[src/rtl/pipeline_ctrl.sv]
// Pipeline stall/flush sequencer: prioritised freeze vector, load-use detection, exc/ERET flush + drain FSM.
// Optional perf counters enabled by `define PIPELINE_CTRL_PERF_CNT_EN.
module pipeline_ctrl #(
  parameter int ADDR_WIDTH     = 32,
  parameter int REG_ADDR_WIDTH = 5,
  parameter int DRAIN_CYCLES   = 2
) (
  input  logic                      clk,
  input  logic                      rst,
  input  logic                      stall_req_if,
  input  logic                      stall_req_id,
  input  logic                      stall_req_ex,
  input  logic                      stall_req_mem,
  input  logic                      id_reg_read_en_1,
  input  logic                      id_reg_read_en_2,
  input  logic [REG_ADDR_WIDTH-1:0] id_reg_addr_1,
  input  logic [REG_ADDR_WIDTH-1:0] id_reg_addr_2,
  input  logic                      ex_is_load,
  input  logic [REG_ADDR_WIDTH-1:0] ex_write_reg_addr,
  input  logic                      exc_valid,
  input  logic [ADDR_WIDTH-1:0]     exc_pc,
  input  logic                      eret_valid,
  input  logic [ADDR_WIDTH-1:0]     epc,
  output logic [4:0]                stall,
  output logic                      flush,
  output logic [ADDR_WIDTH-1:0]     flush_pc,
  output logic                      load_use
`ifdef PIPELINE_CTRL_PERF_CNT_EN
  ,
  output logic [31:0]               stall_cycle_cnt,
  output logic [31:0]               load_use_cnt
`endif
);

  typedef enum logic [1:0] {IDLE, FLUSH, DRAIN} state_t;

  localparam logic [3:0] DRAIN_INIT = 4'(DRAIN_CYCLES - 1);

  state_t     state;
  logic [3:0] drain_cnt;
  logic       hazard;
  logic       take_event;

  // Register 0 is hardwired, so a load targeting it can never create a dependency.
  assign hazard = ex_is_load && (ex_write_reg_addr != '0) &&
                  ((id_reg_read_en_1 && (id_reg_addr_1 == ex_write_reg_addr)) ||
                   (id_reg_read_en_2 && (id_reg_addr_2 == ex_write_reg_addr)));

  assign take_event = (exc_valid || eret_valid) && !stall_req_mem;

  always_comb begin
    stall    = 5'b00000;
    load_use = 1'b0;
    if (rst) begin
      load_use = hazard;
      // The flush cycle clears every stage, so holding any of them would be meaningless.
      if (state != FLUSH) begin
        if (stall_req_mem)                stall = 5'b11111;
        else if (stall_req_ex)            stall = 5'b01111;
        else if (stall_req_id || hazard)  stall = 5'b00111;
        else if (stall_req_if)            stall = 5'b00011;
        else                              stall = 5'b00000;
      end
    end
  end

  always_ff @(posedge clk) begin
    if (!rst) begin
      state     <= IDLE;
      drain_cnt <= '0;
      flush     <= 1'b0;
      flush_pc  <= '0;
    end else begin
      case (state)
        IDLE: begin
          flush <= 1'b0;
          if (take_event) begin
            state    <= FLUSH;
            flush    <= 1'b1;
            flush_pc <= exc_valid ? exc_pc : epc;
          end
        end
        FLUSH: begin
          state     <= DRAIN;
          flush     <= 1'b0;
          drain_cnt <= DRAIN_INIT;
        end
        DRAIN: begin
          flush <= 1'b0;
          // A MEM stall freezes the pipeline, so the drain window freezes with it.
          if (!stall_req_mem) begin
            if (drain_cnt == 4'd0) state <= IDLE;
            else                   drain_cnt <= drain_cnt - 4'd1;
          end
        end
        default: begin
          state <= IDLE;
          flush <= 1'b0;
        end
      endcase
    end
  end

`ifdef PIPELINE_CTRL_PERF_CNT_EN
  always_ff @(posedge clk) begin
    if (!rst) begin
      stall_cycle_cnt <= '0;
      load_use_cnt    <= '0;
    end else begin
      if (stall[0] && (stall_cycle_cnt != 32'hFFFF_FFFF)) stall_cycle_cnt <= stall_cycle_cnt + 32'd1;
      if (load_use && (load_use_cnt != 32'hFFFF_FFFF))    load_use_cnt    <= load_use_cnt + 32'd1;
    end
  end
`endif

endmodule

[config.mk]
export PLATFORM = sky130hd
export DESIGN_NAME = pipeline_ctrl
export DESIGN_NICKNAME = d
export VERILOG_FILES = /design/src/rtl/pipeline_ctrl.sv
export SDC_FILE = /design/constraint.sdc
export NUM_CORES = 1
export LEC_CHECK = 0
export BUFFER_PORTS_ARGS = -buffer_cell sky130_fd_sc_hd__buf_2
export CORE_ASPECT_RATIO = 1.4
export CORE_UTILIZATION = 37
export DETAILED_ROUTE_END_ITERATION = 6
export PLACE_DENSITY = 0.77
export RECOVER_POWER = 100
export SLEW_MARGIN = 30
export SYNTH_ARGS = -nofsm -noshare
export SYNTH_HDL_FRONTEND = slang
export SYNTH_SLANG_ARGS = --single-unit
export TNS_END_PERCENT = 20
[constraint.sdc]
create_clock -name clk -period 1.91 [get_ports clk]
set_clock_uncertainty 0.2 [all_clocks]
set_input_delay 0.0955 -clock clk [delete_from_list [all_inputs] [get_ports clk]]
set_output_delay 0.0955 -clock clk [all_outputs]
set_load 0.01 [all_outputs]
=== Yosys cells after proc, flatten, opt, wreduce, memory -nomap -nowiden ===
Index checks and enable logic that the tools add are counted.

* $add $sub $neg: 1
* Equality and inequality tests: 9
* Multiplexer cells: 16
* Reduce and logical (&&, ||, !) cells: 17

{| class="wikitable"
|+ Operators by type and width
! operator !! count
|-
| 2-to-1 mux 32 bit || 1
|-
| 2-to-1 mux 5 bit || 3
|-
| 2-to-1 mux 4 bit || 3
|-
| == test 5 bit || 2
|-
| 2-to-1 mux 2 bit || 4
|-
| inequality test 2 bit (second input constant) || 4
|-
| case mux 4 bit (2 select lines) || 1
|-
| case mux 2 bit (3 select lines) || 1
|-
| AND reduction 3 bit || 2
|-
| logical AND 1 bit || 5
|-
| nonzero test 5 bit || 1
|-
| logical NOT 4 bit || 1
|-
| AND reduction 2 bit || 2
|-
| subtractor 4 x 1 -> 4 bit (second input constant) || 1
|-
| logical OR 1 bit || 3
|-
| 2-to-1 mux 3 bit || 1
|-
| == test 2 x 1 -> 1 bit (second input constant) || 1
|-
| == test 2 bit (second input constant) || 1
|-
| logical NOT 2 bit || 1
|-
| 2-to-1 mux 1 bit || 2
|-
| inequality test 2 x 1 -> 1 bit (second input constant) || 1
|-
| nonzero test 2 bit || 1
|-
| logical NOT 1 bit || 1
|}

* Register bits: 39
* Output and inout bits: 39
* Input bits: 90
* Logic and storage cells: 47

=== Depth between registers and ports, before layout ===
* Depth in word-level cells: 10
* Mapped depth: 7
* Depth with buffers taken out: 7

=== Worst setup path before layout ===
Ideal clock, no wire load.

* Path kind: reg-to-reg
* Start point: register drain_cnt[0]
* End point: register drain_cnt[3]
* Clock period less this slack: 1.807 ns
* Cell stages (with the launch flop): 8
* Setup slack: 0.103 ns
* Data required time: 1.593 ns
* Library setup time: 0.117 ns
* Data arrival time: 1.490 ns
* Buffers on the path: 0
* Cells stage by stage: dfxtp_1 inv_1 ha_1 or3b_2 nand3_2 a2111oi_2 xnor2_1 nor2_1

* Longest elaborated chain between the ends: 4
* Elaborated cells between the ends (all ways): 7
* Those cells by class: add/sub (1); eq/ne (1); mux (3); reduce/logical (2)

{| class="wikitable"
|+ RTL lines
! item !! line !! text
|-
| start, declared || 40 || <nowiki>logic [3:0] drain_cnt;</nowiki>
|-
| start signal, assigned || 93 || <nowiki>else drain_cnt <= drain_cnt - 4'd1;</nowiki>
|-
| subtractor 4 x 1 -> 4 bit || 93 ||
|-
| 2-to-1 mux 4 bit || 92 || <nowiki>if (drain_cnt == 4'd0) state <= IDLE;</nowiki>
|-
| 2-to-1 mux 4 bit || 91 || <nowiki>if (!stall_req_mem) begin</nowiki>
|-
| case mux 4 bit (2 select lines) || 74 || <nowiki>case (state)</nowiki>
|}

Parallel ways exist; a longest one is shown, timed or not. The select of a mux whose other input is x is not followed.
A chain may end at the register's enable or synchronous reset.

=== Final worst setup path ===
Ends and elaborated chain as after synthesis.

==> flow_summary.toml <==
[run_status]
status = "finished clean"

[sta]
finalHoldViolCount = 0
setup_slack_ps = 93.3
period_minus_slack_ps = 1820
tightest_slew_ps = 482
finalCritPeriodShare_pct = 95.1
slew_headroom_pct = 67.8
drv_slew = 0
rsz0062_at_grt = "false"
fmax_ghz = 0.550
setup_violations = 0

[global_routing]
grt_pass1_wl_um = 9500
grt_overflow_total = 0
grt_pass1_vias = 2225
grt_antenna_before_repair = 0
grt_max_degree = 51
track_usage_pct = 22.3

[drt]
wl_met1_um = 2200
vias = 2238
wl_um = 6120
drcViolationCount = 0
routed.top_layer = "met4"
dr.pass1.iters = 5
wl_met3_um = 302
wl_per_cell_um = 13.5
via_per_inst = 4.92
routed-wl-met2_um = 3390
drt_iter0_drc = 85
ant_nets = 0

[worst_setup_path]
crit_type = "flop to flop"
cp_max_fo = 6
cp-start-kind = "flop"
arrival_ps = 1790
cp.required_ps = 1880
cp-end-kind = "flop"

[min_path]
hold_path.class = "primary input to flop"

[logic_synthesis]
syn_inst = 203
synth_fp_nets = 294
ys_seq_area_share_pct = 41.7
synth.ff_latch_count = 39
synth.distinct_cells = 29
yosys.area.top_type = "dfxtp_1"
synth_top_area_share_pct = 41.7
avgSynthCellArea_um2 = 9.23
synth.area.top_cells = "dfxtp_1 42%, mux2i_1 17%, a211oi_1 13%, nor2_1 8.4%, xnor2_1 5.6%"
syn-cell-area_um2 = 1870
yosysWarnings = 0

[floorplan]
dieArea_um2 = 5350
die_w_um = 62.1
die_y_um = 86.2
core_area_um2 = 4840
start_util_pct = 38.7
rows = 30
io_pins = 129

[power_and_ir_drop]
power_density_nw_per_um2 = 698
irDropWorstVdd_mv = 0.506
p_leak_uw = 0.00148
power.total_uw = 2320

[clocking]
cts_buffers = 5
cts.sinks = 39
post_cts_buffers = 0
clk_pin_slew_ps = 70
htree_levels = 2
ctsLongestPathBuffers = 2
ctsRootBufferMaster = "clkbuf_8"
cts_tree = "yes"
clock_latency_ps = 280

[run]
drv_cap = 0

[placed_design]
hpwl_um = 3550
dpl.cell_count = 385
port_buffers = 128
place_ws_ps = -26.1
place_congestion = 0.725

[final_layout]
nets = 481
final_common_cell = "buf_2"
num-fill-cells = 402
drive_gt1_share_pct = 28.4
fin_cells = 455
diodes = 0
layout_common_cells = "93 x buf_2, 62 x dlygate4sd3_1, 41 x nor2_1"
area.growth.synth_to_final_pct = 77.2
## area by class of cell
cell class | instances | area (um^2) | area share, %
multi-input combinational | 145 | 1030 | 31.1
tap | 64 | 80.1 | 2.41
sequential | 39 | 783 | 23.6
clock inverter | 2 | 60.1 | 1.81
clock buffer | 6 | 72.6 | 2.19
timing repair buffer | 195 | 1280 | 38.5
inverter | 4 | 15.0 | 0.452
## logic make-up after synthesis
group / Yosys count / share of synthesized area, %
muxes: 32 / 17.1
AOI/OAI and AO/OA: 44 / 17.0
and+or+nand+nor: 56 / 13.0
adders and majority gates: 1 / 0.668
buffers and inverters: 19 / 4.88
DFF: 39 / 41.7
xor gates and xnor gates: 12 / 5.61
## sequential cells by signal, summed over array words and instances, names as in the netlist
name / count
flush: 1
state: 2
flush_pc: 32
drain_cnt: 4
## critical path, stage by stage, from the launching register on
cell and delay [ps]:
dfxtp_2 380, inv_1 60, ha_1 190, or3b_1 230, nand3_4 130, a2111oi_4 330
xnor2_1 150, nor2_1 50
## per-stage QoR
step           area [um^2]  hold slack [ps]  setup TNS (ps)  util (%)
6_report              3320             10.7               0      68.6
5_1_grt               3320             23.1               0      68.6
4_1_cts               3330           0.0229               0      68.7
3_5_place_dp          2590              168           -26.1      53.4
3_3_place_gp          2590              165               0      53.4
2_1_floorplan         1870             17.2               0         -
## worst paths after layout
path | start | end | slack (ps) | cells after the start
worst max-delay path | drain_cnt[0] | drain_cnt[3] | 90 | 7
worst min-delay path | exc_pc[30] | flush_pc[30] | 10 | 3
worst max register to register | drain_cnt[0] | drain_cnt[3] | 90 | 7
worst min register to register | flush_pc[5] | flush_pc[5] | 300 | 2
## routing by layer
| metal | global-route usage, % | vias up |
|---|---|---|
| li1 | - | 1096 |
| met5 | 0 | - |
| met1 | 22.7 | 1013 |
| met3 | 3.03 | 22 |
| met4 | 10.4 | 0 |
| met2 | 44.6 | 107 |
## where the power goes
group | total [uW] | internal [uW] | leakage [uW] | switching, uW
sequential | 926 | 885 | 0.000323 | 40.3
combinational | 603 | 324 | 0.00109 | 279
clock | 789 | 522 | 0.0000654 | 267
## cell usage after synthesis
cell type	count
nor2b_1	1
inv_1	3
buf_4	2
a21boi_0	1
and3_1	1
a31oi_1	2
nand2b_1	1
mux2i_1	32
nand4_1	2
o21ai_1	1
nor3_1	1
ha_1	1
a2111oi_2	1
a211oi_1	32
xnor2_1	12
dfxtp_1	39
nand3_2	1
o22ai_1	1
or4_1	1
clkinv_1	1
a21oi_1	4
o21ai_0	1
or3b_2	1
clkbuf_1	3
and2_1	2
buf_2	10
nor2_1	42
nand2_1	3
o211ai_1	1
## repair_timing
action                                  4_1_cts  5_1_grt
pin swaps                                     0        1
cloned                                        0        0
hold endpoints to repair                     34        2
resized for setup                             3        3
hold buffers                                 59        3
endpoints found under the setup margin        1        6
Note: power is estimated with default switching activity, not from simulation.
